### src/rtl/mips_pkg.sv
// Shared MIPS definitions: ALU control codes, ALUOp encodings and R-type funct values,
// used by both the ID/EX stage decoder and the ALU.
package mips_pkg;

    typedef enum logic [3:0] {
        ALU_AND     = 4'b0000,
        ALU_OR      = 4'b0001,
        ALU_ADD     = 4'b0010,
        ALU_SUB     = 4'b0110,
        ALU_SLT     = 4'b0111,
        ALU_NOR     = 4'b1100,
        ALU_ILLEGAL = 4'b1111
    } alu_ctrl_e;

    localparam logic [1:0] ALUOP_ADD   = 2'b00;
    localparam logic [1:0] ALUOP_SUB   = 2'b01;
    localparam logic [1:0] ALUOP_RTYPE = 2'b10;
    localparam logic [1:0] ALUOP_OR    = 2'b11;

    localparam logic [5:0] FUNCT_ADD = 6'b100000;
    localparam logic [5:0] FUNCT_SUB = 6'b100010;
    localparam logic [5:0] FUNCT_AND = 6'b100100;
    localparam logic [5:0] FUNCT_OR  = 6'b100101;
    localparam logic [5:0] FUNCT_SLT = 6'b101010;
    localparam logic [5:0] FUNCT_NOR = 6'b100111;

endpackage

### src/rtl/id_ex_stage_alu_ctrl_dec.sv
// Combinational ALUOp/funct decode into a 4-bit ALU control code plus an illegal-op flag.
module alu_ctrl_dec
    import mips_pkg::*;
(
    input  logic [1:0] alu_op,
    input  logic [5:0] funct,
    output logic [3:0] alu_control,
    output logic       illegal
);

    always_comb begin
        alu_control = ALU_ADD;
        illegal     = 1'b0;
        case (alu_op)
            ALUOP_ADD: alu_control = ALU_ADD;
            ALUOP_SUB: alu_control = ALU_SUB;
            ALUOP_OR:  alu_control = ALU_OR;
            default: begin
                case (funct)
                    FUNCT_ADD: alu_control = ALU_ADD;
                    FUNCT_SUB: alu_control = ALU_SUB;
                    FUNCT_AND: alu_control = ALU_AND;
                    FUNCT_OR:  alu_control = ALU_OR;
                    FUNCT_SLT: alu_control = ALU_SLT;
                    FUNCT_NOR: alu_control = ALU_NOR;
                    default: begin
                        alu_control = ALU_ILLEGAL;
                        illegal     = 1'b1;
                    end
                endcase
            end
        endcase
    end

endmodule

### src/rtl/id_ex_stage.sv
// ID/EX single-entry pipeline register with valid/ready handshake, flush and ALU decode.
// Optional operand forwarding from EX/MEM and MEM/WB is enabled by defining FORWARD_EN.
module id_ex_stage
    import mips_pkg::*;
(
    input  logic        clk,
    input  logic        rst_n,
    input  logic        in_valid,
    input  logic [31:0] Read_data1,
    input  logic [31:0] Read_data2,
    input  logic [31:0] Sign_ext_imm,
    input  logic [4:0]  Rs,
    input  logic [4:0]  Rt,
    input  logic [4:0]  Rd,
    input  logic [5:0]  funct,
    input  logic [1:0]  ALUOp,
    input  logic        ALUSrc,
    input  logic        RegDst,
    input  logic        MemRead,
    input  logic        MemWrite,
    input  logic        MemtoReg,
    input  logic        RegWrite,
    input  logic        flush,
    input  logic        out_ready,
`ifdef FORWARD_EN
    input  logic        Exmem_RegWrite,
    input  logic [4:0]  Exmem_rd,
    input  logic [31:0] Exmem_data,
    input  logic        Memwb_RegWrite,
    input  logic [4:0]  Memwb_rd,
    input  logic [31:0] Memwb_data,
`endif
    output logic        in_ready,
    output logic        out_valid,
    output logic [31:0] ALU_A,
    output logic [31:0] ALU_B,
    output logic [3:0]  ALU_Control,
    output logic [31:0] Store_data,
    output logic [4:0]  Write_reg,
    output logic        MemRead_q,
    output logic        MemWrite_q,
    output logic        MemtoReg_q,
    output logic        RegWrite_q,
    output logic        Illegal_op
);

    logic [31:0] rs_operand;
    logic [31:0] rt_operand;
    logic [4:0]  write_reg_sel;
    logic [3:0]  dec_control;
    logic        dec_illegal;
    logic        capture;

`ifdef FORWARD_EN
    // EX/MEM is the younger result, so it is checked first and wins over MEM/WB.
    always_comb begin
        rs_operand = Read_data1;
        if (Exmem_RegWrite && Exmem_rd != 5'd0 && Exmem_rd == Rs)
            rs_operand = Exmem_data;
        else if (Memwb_RegWrite && Memwb_rd != 5'd0 && Memwb_rd == Rs)
            rs_operand = Memwb_data;
    end

    always_comb begin
        rt_operand = Read_data2;
        if (Exmem_RegWrite && Exmem_rd != 5'd0 && Exmem_rd == Rt)
            rt_operand = Exmem_data;
        else if (Memwb_RegWrite && Memwb_rd != 5'd0 && Memwb_rd == Rt)
            rt_operand = Memwb_data;
    end
`else
    assign rs_operand = Read_data1;
    assign rt_operand = Read_data2;
`endif

    alu_ctrl_dec u_alu_ctrl_dec (
        .alu_op      (ALUOp),
        .funct       (funct),
        .alu_control (dec_control),
        .illegal     (dec_illegal)
    );

    assign in_ready      = !out_valid || out_ready;
    assign capture       = in_valid && in_ready && !flush;
    assign write_reg_sel = RegDst ? Rd : Rt;

    // Reset beats flush, flush beats capture; a stalled entry simply holds.
    always_ff @(posedge clk) begin
        if (!rst_n) begin
            out_valid   <= 1'b0;
            ALU_A       <= 32'd0;
            ALU_B       <= 32'd0;
            ALU_Control <= ALU_ADD;
            Store_data  <= 32'd0;
            Write_reg   <= 5'd0;
            MemRead_q   <= 1'b0;
            MemWrite_q  <= 1'b0;
            MemtoReg_q  <= 1'b0;
            RegWrite_q  <= 1'b0;
            Illegal_op  <= 1'b0;
        end else if (flush) begin
            out_valid  <= 1'b0;
            MemRead_q  <= 1'b0;
            MemWrite_q <= 1'b0;
            RegWrite_q <= 1'b0;
            Illegal_op <= 1'b0;
        end else if (capture) begin
            out_valid   <= 1'b1;
            ALU_A       <= rs_operand;
            ALU_B       <= ALUSrc ? Sign_ext_imm : rt_operand;
            ALU_Control <= dec_control;
            Store_data  <= rt_operand;
            Write_reg   <= write_reg_sel;
            MemRead_q   <= MemRead && !dec_illegal;
            MemWrite_q  <= MemWrite && !dec_illegal;
            MemtoReg_q  <= MemtoReg;
            RegWrite_q  <= RegWrite && !dec_illegal && (write_reg_sel != 5'd0);
            Illegal_op  <= dec_illegal;
        end else if (out_ready) begin
            out_valid <= 1'b0;
        end
    end

endmodule

### config.mk
export PLATFORM = sky130hd
export DESIGN_NAME = id_ex_stage
export DESIGN_NICKNAME = d
export VERILOG_FILES = /design/src/rtl/mips_pkg.sv /design/src/rtl/id_ex_stage_alu_ctrl_dec.sv /design/src/rtl/id_ex_stage.sv
export SDC_FILE = /design/constraint.sdc
export NUM_CORES = 1
export LEC_CHECK = 0
export CORE_UTILIZATION = 40
export CTS_CLUSTER_DIAMETER = 150
export DETAILED_ROUTE_END_ITERATION = 7
export GPL_ROUTABILITY_DRIVEN = 0
export PLACE_DENSITY = 0.89
export REMOVE_ABC_BUFFERS = 1
export SETUP_SLACK_MARGIN = 0.4
export SLEW_MARGIN = 10
export SYNTH_ARGS = -nofsm -noshare
export SYNTH_HDL_FRONTEND = slang
export SYNTH_SLANG_ARGS = --single-unit
### constraint.sdc
create_clock -name clk -period 1.77 [get_ports clk]
set_clock_uncertainty 0.05 [all_clocks]
set_input_delay 0.177 -clock clk [delete_from_list [all_inputs] [get_ports clk]]
set_output_delay 0.177 -clock clk [all_outputs]
set_load 0.03 [all_outputs]
==> summary.md <==
| Metric | Value |
|---|---|
| Status | `finished, final reports clean` |
| Hold/Removal Path Class | `in -> reg` |
| Final #Nets | `just under 900` |
| Vias in the first global route | `4425` |
| CP endpoint kind | `flip-flop` |
| DRT antenna net count | `0` |
| H-Tree Depth | `3` |
| Post-synthesis register bit count | `around 110` |
| Flop2flop setup slack | `roughly 0.31 ns` |
| Largest net degree at the start of global routing | `between 60 and 70` |
| Initial antenna violation count | `0` |
| Number of synthesized flops with an enable pin | `0` |
| Die Footprint | `between 0.01 and 0.015 sq mm` |
| Final hold vios | `0` |
| Worst reg2reg startpoint | `out_valid$_SDFFE_PP0P_` |
| Seq pwr share | `a little over two fifths` |
| Syn Inst Count | `about 500` |
| Setup TNS | `0 ns` |
| Worst skew pair latency | `approximately 0.34 ns` |
| Setup-failing EPs final | `0` |
| Crit path arrival time | `1.64 ns` |
| Synthesized area per cell | `roughly 9.0 sq um` |
| Ys async rst share | `0%` |
| First-pass GRT wire length | `just over 20000 um` |
| CTS sink cnt | `roughly 110` |
| Leading post-synthesis cells by cell area | `dfxtp_1 (48%), nand2_1 (14%), a21boi_1 (10%), o211a_1 (8.3%), mux2i_1 (8.0%)` |
| Number of top-level pins | `~240` |
| Top flop regs | `ALU_A x32, ALU_B x32, Store_data x32` |
| TritonRoute pass-1 iters | `7` |
| Worst-Margin Slew | `0.512 ns` |
| CP required | `~2 ns` |
| Aggregate routed wire length | `between 15000 and 20000 um` |
| Clock power share | `34.3%` |
| Register area share after synthesis | `roughly 48%` |
| WHS Endpoint | `ALU_Control[1]$_SDFFE_PN1P_` |
| MaxCap Viol Count | `0` |
| Reg2Reg Depth | `7` |
| Post-route cell area | `0.00796 sq mm` |
| Clk root buf | `clkbuf_16` |
| Crit path max fanout | `8` |
| Worst setup path category | `reg -> reg` |
| DRT iter0 DRCs | `between 200 and 250` |
| WL/cell | `between 15 and 20 um` |
| Tcrit/Tclk final | `between 80 and 90%` |
| Final Non-Filler Cells | `~900` |
| Filler cell count | `a little over 800` |
| Diodes inserted | `0` |
| Mapped Area | `0.00460 sq mm` |
| Clk pin slew, worst setup/hold paths | `~0.07 ns` |
| Via Count | `4640` |
| Final Core Density | `around 72%` |
| Detailed Place HPWL | `about 9700 um` |
| Hold Path Depth | `2` |
| Rows | `38` |
| P_sw | `between 1.5 and 2 mW` |
| # hold bufs at CTS | `0` |
| Power per cell area | `approximately 800 mW/mm^2` |
| Combinational group share of total power | `between 20 and 25%` |
| Placed cell area | `0.00718 sq mm` |
| Remaining DRCs | `0` |
| Pint | `roughly 4.6 mW` |
| VDD IR max | `between 400 and 500 uV` |
| Yosys cell types | `31` |
| Area occupied by multi-input gates | `around 0.0024 sq mm` |
| Dominant cell type by area after synthesis | `dfxtp_1` |
| Leak Pwr | `3.95 nW` |
| GRT Total Usage | `between 20% and 30%` |
| Top_reg_cell synth | `dfxtp_1` |
| Net Sw Frac | `26.5%` |
| Reg-to-Reg End | `ALU_B[28]$_SDFFE_PN0P_` |
| Max-slew headroom | `between 60% and 70%` |
| Area share of the largest cell type after synthesis | `around half` |
| Dpl cells | `864` |
| Layout area overhead | `73.0%` |
| Die Ht | `109 um` |
| Proportion of layout cells with a drive suffix above 1 | `between 10% and 20%` |
| Starting Density | `41.7%` |
| PortBufs | `between 200 and 250` |
| Die W | `roughly 110 um` |
| Via density | `just over 5` |
| CTS Buf Count | `9` |
| Minimum clock period | `around 1.5 ns` |
| Final Max Slew Viols | `0` |
| FF/Latch Area | `0.00222 sq mm` |
| Peak Freq | `slightly below 0.7 GHz` |
| Hold Crit Start | `rst_n` |
| RSZ-0062 raised after global routing | `true` |
| Core Area | `about 0.011 sq mm` |
| Total congestion overflow | `0` |
| Startpoint Class | `flip-flop` |
| Buffer depth of the longest clock path | `2` |
| YS warnings | `0` |
| CTS tree | `done` |
## power groups by stage
stage	logic, mW	registers [mW]	clock network (mW)
floorplan	0.314	3.02	0
finish	1.40	2.70	2.14
detailed placement	1.32	2.76	0
CTS	1.27	2.70	2.17
global route	1.48	2.71	2.28
global placement	1.29	2.75	0
## cell usage after synthesis, drive strengths merged (4+ instances only)
cell type and number:
a21boi 67, buf 28, clkbuf 13, dfxtp 111, mux2i 37, nand2 172
nand3 6, nor2 4, nor2b 7, o211a 38, o21ai 6
## cell usage in the layout, fill, tap and decap left out, drive strengths merged
cell type and instances:
a21boi 67, a21o 1, a21oi 3, a31oi 1, and3 3, and3b 1, buf 29, bufinv 2
clkbuf 20, clkdlybuf4s15 8, clkdlybuf4s50 121, clkinv 2, dfxtp 111, dlygate4sd2 103, dlymetal6s2s 1, inv 2
mux2i 37, nand2 172, nand2b 2, nand3 6, nand3b 2, nand4 1, nor2 4, nor2b 7
nor3b 2, nor4 2, o211a 38, o211ai 2, o21ai 6, o41ai 1
## final cells by class
class	instances	area share (%)
Clock buffer	11	3.05
Clock inverter	4	0.880
Inverter	2	0.0943
Multi-Input combinational cell	358	29.9
Sequential cell	111	27.9
Tap cell	140	2.20
Timing Repair Buffer	271	36.0
## how the worst max path moves through the flow
stage,from,to,slack (ns),cells past startpoint
final,out_valid$_SDFFE_PP0P_,ALU_B[28]$_SDFFE_PN0P_,0.31,7
after global routing,out_valid$_SDFFE_PP0P_,ALU_A[31]$_SDFFE_PN0P_,0.27,7
after CTS,in_valid,ALU_B[14]$_SDFFE_PN0P_,0.34,8
after detailed placement,out_ready,ALU_B[2]$_SDFFE_PN0P_,-0.07,7
after global placement,out_ready,ALU_B[15]$_SDFFE_PN0P_,-0.0000003,7
after floorplan,out_valid$_SDFFE_PP0P_,ALU_Control[2]$_SDFFE_PN0P_,-3.76,4
## per-stage QoR
stage,setup WS (ns),power [mW],hold WS (ns)
after detailed placement,-0.0695,4.07,0.394
after global routing,0.268,6.47,0.176
after global placement,-0.000000333,4.04,0.390
final,0.314,6.24,0.148
after CTS,0.338,6.14,0.140
after floorplan,-3.76,3.33,0.207
## routing by layer
metal	share of wire, %	track usage, %
met5	0	0
met4	2.9	10.5
met3	7.8	5.74
met2	53	41.2
met1	36	22.1
## cells by family (layout without fill, tap and decap cells)
family | after synthesis | count (layout) | synth area share (%)
and+or+nand+nor | 202 | 202 | 18.2
AOI/OAI and AO/OA | 119 | 119 | 21.2
DFF | 111 | 111 | 48.3
buffers and inverters | 43 | 288 | 4.35
muxes | 37 | 37 | 8.05
## worst max-delay path, stage by stage (launching register included)
cell and delay [ns]:
dfxtp_2 0.34, nand2b_4 0.07, nor3b_4 0.22, buf_6 0.16
clkbuf_16 0.16, clkbuf_16 0.17, nand2_2 0.05, o211a_1 0.13
## repair_timing
action | in CTS | in global routing
endpoints found under the hold margin | 0 | 0
pin swaps | 1 | 29
setup buffers | 4 | 2
endpoints found under the setup margin | 205 | 118
gates resized for setup | 119 | 78
gates cloned | 3 | 9
Power figures use the tool's default switching activity.
